--- src/rtl/nw_fill_ctrl_pkg.sv ---
// Shared definitions for the Needleman-Wunsch fill sequencer: score defaults,
// traceback direction codes, FSM state encoding and the 9-bit saturation helper.
// Pure declarations, no timing and no flow control of their own.
package nw_fill_ctrl_pkg;

  localparam int N_DEF = 128;

  localparam logic signed [8:0] MATCH_DEF    = 9'sd1;
  localparam logic signed [8:0] MISMATCH_DEF = -9'sd1;
  localparam logic signed [8:0] GAP_DEF      = -9'sd1;

  // Traceback direction codes reported with each written cell
  typedef enum logic [1:0] {
    DIR_DIAG = 2'b00,
    DIR_UP   = 2'b01,
    DIR_LEFT = 2'b10
  } dir_e;

  // Sequencer states
  typedef enum logic [2:0] {
    ST_IDLE  = 3'd0,
    ST_INIT  = 3'd1,
    ST_READ  = 3'd2,
    ST_CALC  = 3'd3,
    ST_WRITE = 3'd4,
    ST_DONE  = 3'd5
  } state_e;

  // Clamp a wide signed intermediate into the stored score range [-256,255]
  function automatic logic signed [8:0] sat9(input logic signed [17:0] v);
    logic signed [8:0] r;
    if (v > 18'sd255) begin
      r = 9'sd255;
    end else if (v < -18'sd256) begin
      r = -9'sd256;
    end else begin
      r = v[8:0];
    end
    return r;
  endfunction

endpackage

--- src/rtl/nw_fill_ctrl_cell_max.sv ---
// Cell scorer: best of diag+match/mismatch, up+gap, left+gap, saturated to 9 bits.
// Latency: purely combinational. No flow control; the sequencer samples it in CALC.
// With NW_TRACE_DIR_EN defined it also reports which candidate won.
module nw_fill_ctrl_cell_max
  import nw_fill_ctrl_pkg::*;
#(
  parameter logic signed [8:0] MATCH    = MATCH_DEF,
  parameter logic signed [8:0] MISMATCH = MISMATCH_DEF,
  parameter logic signed [8:0] GAP      = GAP_DEF
) (
  input  logic              match,
  input  logic signed [8:0] diag,
  input  logic signed [8:0] up,
  input  logic signed [8:0] left,
  output logic signed [8:0] score
`ifdef NW_TRACE_DIR_EN
  ,
  output logic [1:0]        dir
`endif
);

  // One bit of headroom so the sums never wrap before saturation
  logic signed [9:0] d_sum;
  logic signed [9:0] u_sum;
  logic signed [9:0] l_sum;
  logic signed [9:0] best;
  logic              pick_d;
  logic              pick_u;

  // Candidate sums and winner selection; ties resolve diag, then up, then left
  always_comb begin
    d_sum  = 10'(diag) + (match ? 10'(MATCH) : 10'(MISMATCH));
    u_sum  = 10'(up) + 10'(GAP);
    l_sum  = 10'(left) + 10'(GAP);
    pick_d = (d_sum >= u_sum) && (d_sum >= l_sum);
    pick_u = !pick_d && (u_sum >= l_sum);
    if (pick_d) begin
      best = d_sum;
    end else if (pick_u) begin
      best = u_sum;
    end else begin
      best = l_sum;
    end
    score = sat9(18'(best));
  end

`ifdef NW_TRACE_DIR_EN
  // Direction code of the winning candidate
  always_comb begin
    if (pick_d) begin
      dir = DIR_DIAG;
    end else if (pick_u) begin
      dir = DIR_UP;
    end else begin
      dir = DIR_LEFT;
    end
  end
`endif

endmodule

--- src/rtl/nw_fill_ctrl.sv ---
// Needleman-Wunsch fill sequencer: writes the gap row/column, then read/calc/write per cell.
// Latency: (max(len_a,len_b)+1) + 3*len_a*len_b + 1 cycles from start to done.
// No backpressure: the RAM and residue memories are assumed ready every cycle; start while busy is dropped.
// Optional: define NW_TRACE_DIR_EN to add the dir/dir_we traceback outputs.
module nw_fill_ctrl
  import nw_fill_ctrl_pkg::*;
#(
  parameter int                N        = N_DEF,
  parameter int                BitAddr  = $clog2(N),
  parameter logic signed [8:0] MATCH    = MATCH_DEF,
  parameter logic signed [8:0] MISMATCH = MISMATCH_DEF,
  parameter logic signed [8:0] GAP      = GAP_DEF
) (
  input  logic                 clk,
  input  logic                 rst,
  input  logic                 start,
  input  logic [BitAddr:0]     len_a,
  input  logic [BitAddr:0]     len_b,
  output logic [BitAddr:0]     seq_addr_a,
  output logic [BitAddr:0]     seq_addr_b,
  input  logic [1:0]           char_a,
  input  logic [1:0]           char_b,
  output logic                 en_init,
  output logic                 en_ins_read,
  output logic                 we,
  output logic [BitAddr:0]     addr,
  output logic signed [8:0]    data,
  output logic [BitAddr:0]     i,
  output logic [BitAddr:0]     j,
  output logic signed [8:0]    max,
  input  logic signed [8:0]    diag,
  input  logic signed [8:0]    up,
  input  logic signed [8:0]    left,
  output logic                 busy,
  output logic                 done,
  output logic signed [8:0]    final_score
`ifdef NW_TRACE_DIR_EN
  ,
  output logic [1:0]           dir,
  output logic                 dir_we
`endif
);

  localparam int               AW      = BitAddr + 1;
  localparam logic [BitAddr:0] LEN_MAX = AW'(N);
  localparam logic [BitAddr:0] ONE     = AW'(1);

  state_e state;
  state_e state_nxt;

  // Run lengths captured at start (already clamped) and the larger of the two
  logic [BitAddr:0] len_a_q;
  logic [BitAddr:0] len_b_q;
  logic [BitAddr:0] len_m_q;
  logic [BitAddr:0] len_a_c;
  logic [BitAddr:0] len_b_c;
  logic [BitAddr:0] len_m_c;

  logic              empty_run;
  logic              init_last;
  logic              row_end;
  logic              last_cell;
  logic signed [17:0] init_prod;
  logic signed [8:0]  init_val;
  logic signed [8:0]  cell_score;

  // Requested lengths beyond the matrix edge are clamped to it
  always_comb begin
    len_a_c = (len_a > LEN_MAX) ? LEN_MAX : len_a;
    len_b_c = (len_b > LEN_MAX) ? LEN_MAX : len_b;
    len_m_c = (len_a_c > len_b_c) ? len_a_c : len_b_c;
  end

  assign empty_run = (len_a_q == '0) || (len_b_q == '0);
  assign init_last = (addr == len_m_q);
  assign row_end   = (i == len_a_q);
  assign last_cell = row_end && (j == len_b_q);

  // Border value for index addr; also the final score of a run with an empty sequence
  assign init_prod = 18'(signed'({1'b0, addr})) * 18'(GAP);
  assign init_val  = sat9(init_prod);

`ifdef NW_TRACE_DIR_EN
  logic [1:0] cell_dir;
  logic [1:0] dir_q;
`endif

  nw_fill_ctrl_cell_max #(
    .MATCH    (MATCH),
    .MISMATCH (MISMATCH),
    .GAP      (GAP)
  ) u_cell_max (
    .match (char_a == char_b),
    .diag  (diag),
    .up    (up),
    .left  (left),
    .score (cell_score)
`ifdef NW_TRACE_DIR_EN
    ,
    .dir   (cell_dir)
`endif
  );

  // State register; reset aborts any run immediately
  always_ff @(posedge clk or negedge rst) begin
    if (!rst) begin
      state <= ST_IDLE;
    end else begin
      state <= state_nxt;
    end
  end

  // Next-state decode: init sweep, then three cycles per cell, then a one-cycle done
  always_comb begin
    state_nxt = state;
    unique case (state)
      ST_IDLE:  if (start) state_nxt = ST_INIT;
      ST_INIT:  if (init_last) state_nxt = empty_run ? ST_DONE : ST_READ;
      ST_READ:  state_nxt = ST_CALC;
      ST_CALC:  state_nxt = ST_WRITE;
      ST_WRITE: state_nxt = last_cell ? ST_DONE : ST_READ;
      ST_DONE:  state_nxt = ST_IDLE;
      default:  state_nxt = ST_IDLE;
    endcase
  end

  // Run parameters, init index, cell walk (i inner, j outer) and score registers
  always_ff @(posedge clk or negedge rst) begin
    if (!rst) begin
      len_a_q     <= '0;
      len_b_q     <= '0;
      len_m_q     <= '0;
      addr        <= '0;
      i           <= '0;
      j           <= '0;
      max         <= '0;
      final_score <= '0;
    end else begin
      unique case (state)
        ST_IDLE: begin
          if (start) begin
            len_a_q     <= len_a_c;
            len_b_q     <= len_b_c;
            len_m_q     <= len_m_c;
            addr        <= '0;
            final_score <= '0;
          end
        end
        ST_INIT: begin
          if (init_last) begin
            if (empty_run) begin
              final_score <= init_val;
            end else begin
              i <= ONE;
              j <= ONE;
            end
          end else begin
            addr <= addr + ONE;
          end
        end
        ST_CALC: begin
          max <= cell_score;
        end
        ST_WRITE: begin
          // The last cell leaves i/j pointing at (len_a,len_b)
          if (last_cell) begin
            final_score <= max;
          end else if (row_end) begin
            i <= ONE;
            j <= j + ONE;
          end else begin
            i <= i + ONE;
          end
        end
        default: ;
      endcase
    end
  end

  // RAM strobes, border data and residue addresses decoded from the current state
  always_comb begin
    en_init     = 1'b0;
    en_ins_read = 1'b0;
    we          = 1'b0;
    data        = '0;
    seq_addr_a  = '0;
    seq_addr_b  = '0;
    busy        = (state != ST_IDLE);
    done        = 1'b0;
    unique case (state)
      ST_INIT: begin
        en_init = 1'b1;
        we      = 1'b1;
        data    = init_val;
      end
      ST_READ: begin
        en_ins_read = 1'b1;
        seq_addr_a  = i - ONE;
        seq_addr_b  = j - ONE;
      end
      ST_WRITE: begin
        en_ins_read = 1'b1;
        we          = 1'b1;
      end
      ST_DONE: begin
        done = 1'b1;
      end
      default: ;
    endcase
  end

`ifdef NW_TRACE_DIR_EN
  // Winning direction is captured together with the cell score
  always_ff @(posedge clk or negedge rst) begin
    if (!rst) begin
      dir_q <= '0;
    end else if (state == ST_CALC) begin
      dir_q <= cell_dir;
    end
  end

  // Direction strobe accompanies the cell write
  always_comb begin
    dir_we = (state == ST_WRITE);
    dir    = dir_we ? dir_q : 2'b00;
  end
`endif

endmodule
--- config.mk ---
export PLATFORM = sky130hd
export DESIGN_NAME = nw_fill_ctrl
export DESIGN_NICKNAME = d
export VERILOG_FILES = /design/src/rtl/nw_fill_ctrl_pkg.sv /design/src/rtl/nw_fill_ctrl_cell_max.sv /design/src/rtl/nw_fill_ctrl.sv
export SDC_FILE = /design/constraint.sdc
export NUM_CORES = 1
export LEC_CHECK = 0
export ABC_AREA = 1
export CORE_MARGIN = 2
export CORE_UTILIZATION = 55
export CTS_CLUSTER_DIAMETER = 60
export CTS_CLUSTER_SIZE = 14
export DETAILED_ROUTE_END_ITERATION = 8
export DONT_BUFFER_PORTS = 1
export PLACE_DENSITY_LB_ADDON = 0.25
export SETUP_SLACK_MARGIN = 0.05
export SYNTH_ARGS = -nofsm -noshare
export SYNTH_HDL_FRONTEND = slang
export SYNTH_SLANG_ARGS = --single-unit
--- constraint.sdc ---
create_clock -name clk -period 2.3 [get_ports clk]
set_input_delay 0.46 -clock clk [delete_from_list [all_inputs] [get_ports clk]]
set_output_delay 0.46 -clock clk [all_outputs]
set_load 0.02 [all_outputs]
==> impl_metrics.py <==
metrics = {
    "synthesis": {
        "syn_area_um2": 6080,
        "syn_area_per_cell_um2": 6.99,
        "synth_nets": 974,
        "synth_top_area_share_pct": 28.4,
        "netlist-cell-type-count": 52,
        "synth-seq-cells": 69,
        "async_reset_ff_share_pct": 100,
        "yosys.area.top_type": "dfrtp_1",
        "ys_warn_count": 0,
        "synth.area.top_cells": "dfrtp_1 28%, nand2_1 12%, ha_1 11%",
        "synth_edf_count": 0,
        "yosysSeqAreaShare_pct": 28.4,
        "synthFlopType": "dfrtp_1",
        "synthCells": 870,
    },
    "final_layout": {
        "stdcell_area_um2": 8830,
        "final_cell_mix": "185 x buf_4, 181 x nand2_1, 98 x inv_1, 63 x dfrtp_1, 49 x nor2_1",
        "layout_commonest_cell": "buf_4",
        "antenna_cells": 0,
        "drive_gt1_share_pct": 37.0,
        "area_delta_synth_final_pct": 45.3,
        "fillers": 654,
        "register_area_um2": 1730,
        "multi_input_area_um2": 4530,
        "nets": 1173,
    },
    "placed_design": {
        "place_ws_ns": -1.43,
        "placed_area_um2": 7570,
        "place.gp.congestion": 0.964,
        "io_buffers": 0,
        "detailed_place_hpwl_mm": 14.8,
    },
    "min_path": {
        "hp-class": "primary input to register",
        "worstHoldEndpoint": "len_b_q[5]$_DFFE_PN0P_",
        "worstHoldStart": "len_b[5]",
        "holdPathStages": 2,
    },
    "floorplan": {
        "design.die.area_um2": 11900,
        "num_io_pins": 122,
        "placementRows": 38,
        "die_h_um": 109,
        "initial_utilization_pct": 56.3,
        "die_w_um": 109,
        "core_area_um2": 10800,
    },
    "routing": {
        "wire_per_inst_um": 17.8,
        "routed_wirelength_mm": 21.6,
        "num_vias": 7121,
        "first_pass_iters": 7,
        "highest_layer": "met4",
        "final_antenna_net_count": 0,
        "met1_length_mm": 8.75,
        "drtIter0Drc": 689,
        "drc": 0,
        "dr_wl_met2_mm": 10.1,
        "viasPerCell": 5.87,
        "wl_met3_mm": 2.23,
    },
    "global_route": {
        "grt_usage_pct": 32.6,
        "grt_pass1_wl_mm": 30.1,
        "grt_pass1_vias": 6382,
        "grt_max_degree": 70,
        "overflow": 0,
        "antenna_found_initial": 0,
    },
    "sta": {
        "rsz0062_at_grt": "true",
        "max_freq_ghz": 0.279,
        "hold_ws_ns": 0.230,
        "min_period_ns": 3.58,
        "fin_ws_ns": -1.28,
        "max_slew_margin_pct": 69.5,
        "final_hold_viol_count": 0,
        "worst_pin_slew_ns": 0.454,
        "final.setup_skew_ns": 0.0131,
        "setup_viol": 18,
        "slew_viol_final": 0,
        "period_share_pct": 156,
        "finalSetupTns_ns": -14.86,
    },
    "critical_path": {
        "required_ns": 2.56,
        "criticalPathCategory": "primary input to register",
        "r2r_cells": 12,
        "end_kind": "register",
        "critPathLaunchType": "primary input",
        "r2r-start": "len_b_q[4]$_DFFE_PN0P_",
        "r2r_end": "j[1]$_DFFE_PN0P_",
        "rrSetupSlack_ns": 0.05,
        "cp_max_fo": 8,
        "arrival_ns": 3.84,
    },
    "clock_network": {
        "clk_pin_slew_ns": 0.08,
        "cts_made_buffers": 9,
        "cts_tree": "built",
        "cts_sinks": 69,
        "h-tree-depth": 3,
        "clockRootBuffer": "clkbuf_8",
        "clock_latency_ns": 0.37,
        "clockBufferDepth": 2,
    },
    "power_and_ir_drop": {
        "p_per_area_nw_per_um2": 1250,
        "p_leak_uw": 0.00435,
        "vdd.ir_drop.worst_mv": 1.37,
        "finalPower_uw": 11100,
    },
    "status": {
        "outcome": "finished with violations",
        "violations": "negative setup slack",
    },
    "flow_run": {
        "maxCapViolCount": 0,
    },
}
[through the flow]
stage,util (%),cells
2_1_floorplan,-,870
3_5_place_dp,70.1,1156
3_3_place_gp,70.1,1156
6_report,81.9,1214
5_1_grt,81.9,1214
4_1_cts,75.7,1190
[cell usage after synthesis, types with 4 or more instances]
cell type and instances:
a21oi_1 59, a21oi_2 7, a31oi_1 4, buf_2 4, clkbuf_1 8, dfrtp_1 69
ha_1 53, inv_1 119, inv_2 14, nand2_1 202, nand2_2 10, nand2_4 5
nand3_1 27, nand4_1 24, nor2_1 66, nor3_1 27, nor3_2 6, nor3b_1 4
nor4_1 11, o21ai_0 58, o21ai_1 9, o22ai_1 5, or2_2 7, xnor2_1 8
xor2_1 27
[critical path: stages]
cell and delay, ns:
xnor2_4 0.12, and3_4 0.23, inv_6 0.05, ha_4 0.30, nand2_4 0.06, o21ai_4 0.18
a21oi_2 0.09, o21ai_2 0.16, a21oi_1 0.09, o21bai_1 0.20, xor2_1 0.26, ha_1 0.29
nand2_1 0.07, nor2_1 0.04, a211oi_2 0.18, nand3_1 0.12, nand2_2 0.09, nand3_4 0.20
nand2_4 0.20, nand2_1 0.11, o21ai_1 0.10, nand2_1 0.10, nand2_1 0.08, nand2_1 0.05
[sequential cells by signal, indices dropped and copies added, names as in the netlist]
register     cells
len_m_q          8
state            3
len_b_q          8
j                8
i                8
final_score      9
len_a_q          8
max              9
addr             8
[final cells by class]
cell class / instances / share of cell area (%)
Clock buffer: 9 / 1.40
Clock inverter: 7 / 1.56
Inverter: 134 / 5.95
Multi-Input combinational cell: 655 / 51.2
Sequential cell: 69 / 19.6
Tap cell: 140 / 1.98
Timing Repair Buffer: 200 / 18.3
[timing repair]
action,CTS,global route
hold buffers,2,0
pin swaps,16,24
resized for setup,40,117
endpoints found under the hold margin,69,0
cloned,1,2
setup endpoints to repair,27,59
setup buffers,15,22
[per-layer routing]
layer  vias up  track usage, %
met3        69            9.44
li1       3289               -
met4         0            8.88
met2       412            50.8
met1      3351            44.3
met5         -               0
[worst max-delay path by stage]
stage	slack, ns	startpoint	to	depth (start not counted)
CTS	-0.97	char_b[1]	max[0]$_DFFE_PN0P_	25
detailed placement	-1.43	char_b[1]	max[4]$_DFFE_PN0P_	23
finish	-1.28	char_b[0]	max[1]$_DFFE_PN0P_	24
global route	-1.40	char_b[0]	max[4]$_DFFE_PN0P_	24
global placement	-1.35	char_b[1]	max[1]$_DFFE_PN0P_	23
floorplan	-1.27	char_a[1]	max[5]$_DFFE_PN0P_	21
[power breakdown]
part           total [uW]  internal, uW  switching (uW)  leakage [uW]
Sequential           2310          1660             654      0.000868
Clock                1330           826             503      0.000129
Combinational        7430          3030            4400       0.00336
[logic make-up after synthesis]
logic type	after synthesis	synth area share, %
flip-flops	69	28.4
buffers and inverters	148	9.46
XOR/XNOR	35	5.04
AO/OA/AOI/OAI	165	15.7
AND/OR/NAND/NOR	399	30.2
adder cells (fa/ha/maj)	54	11.2
(Power assumes the default switching activity.)
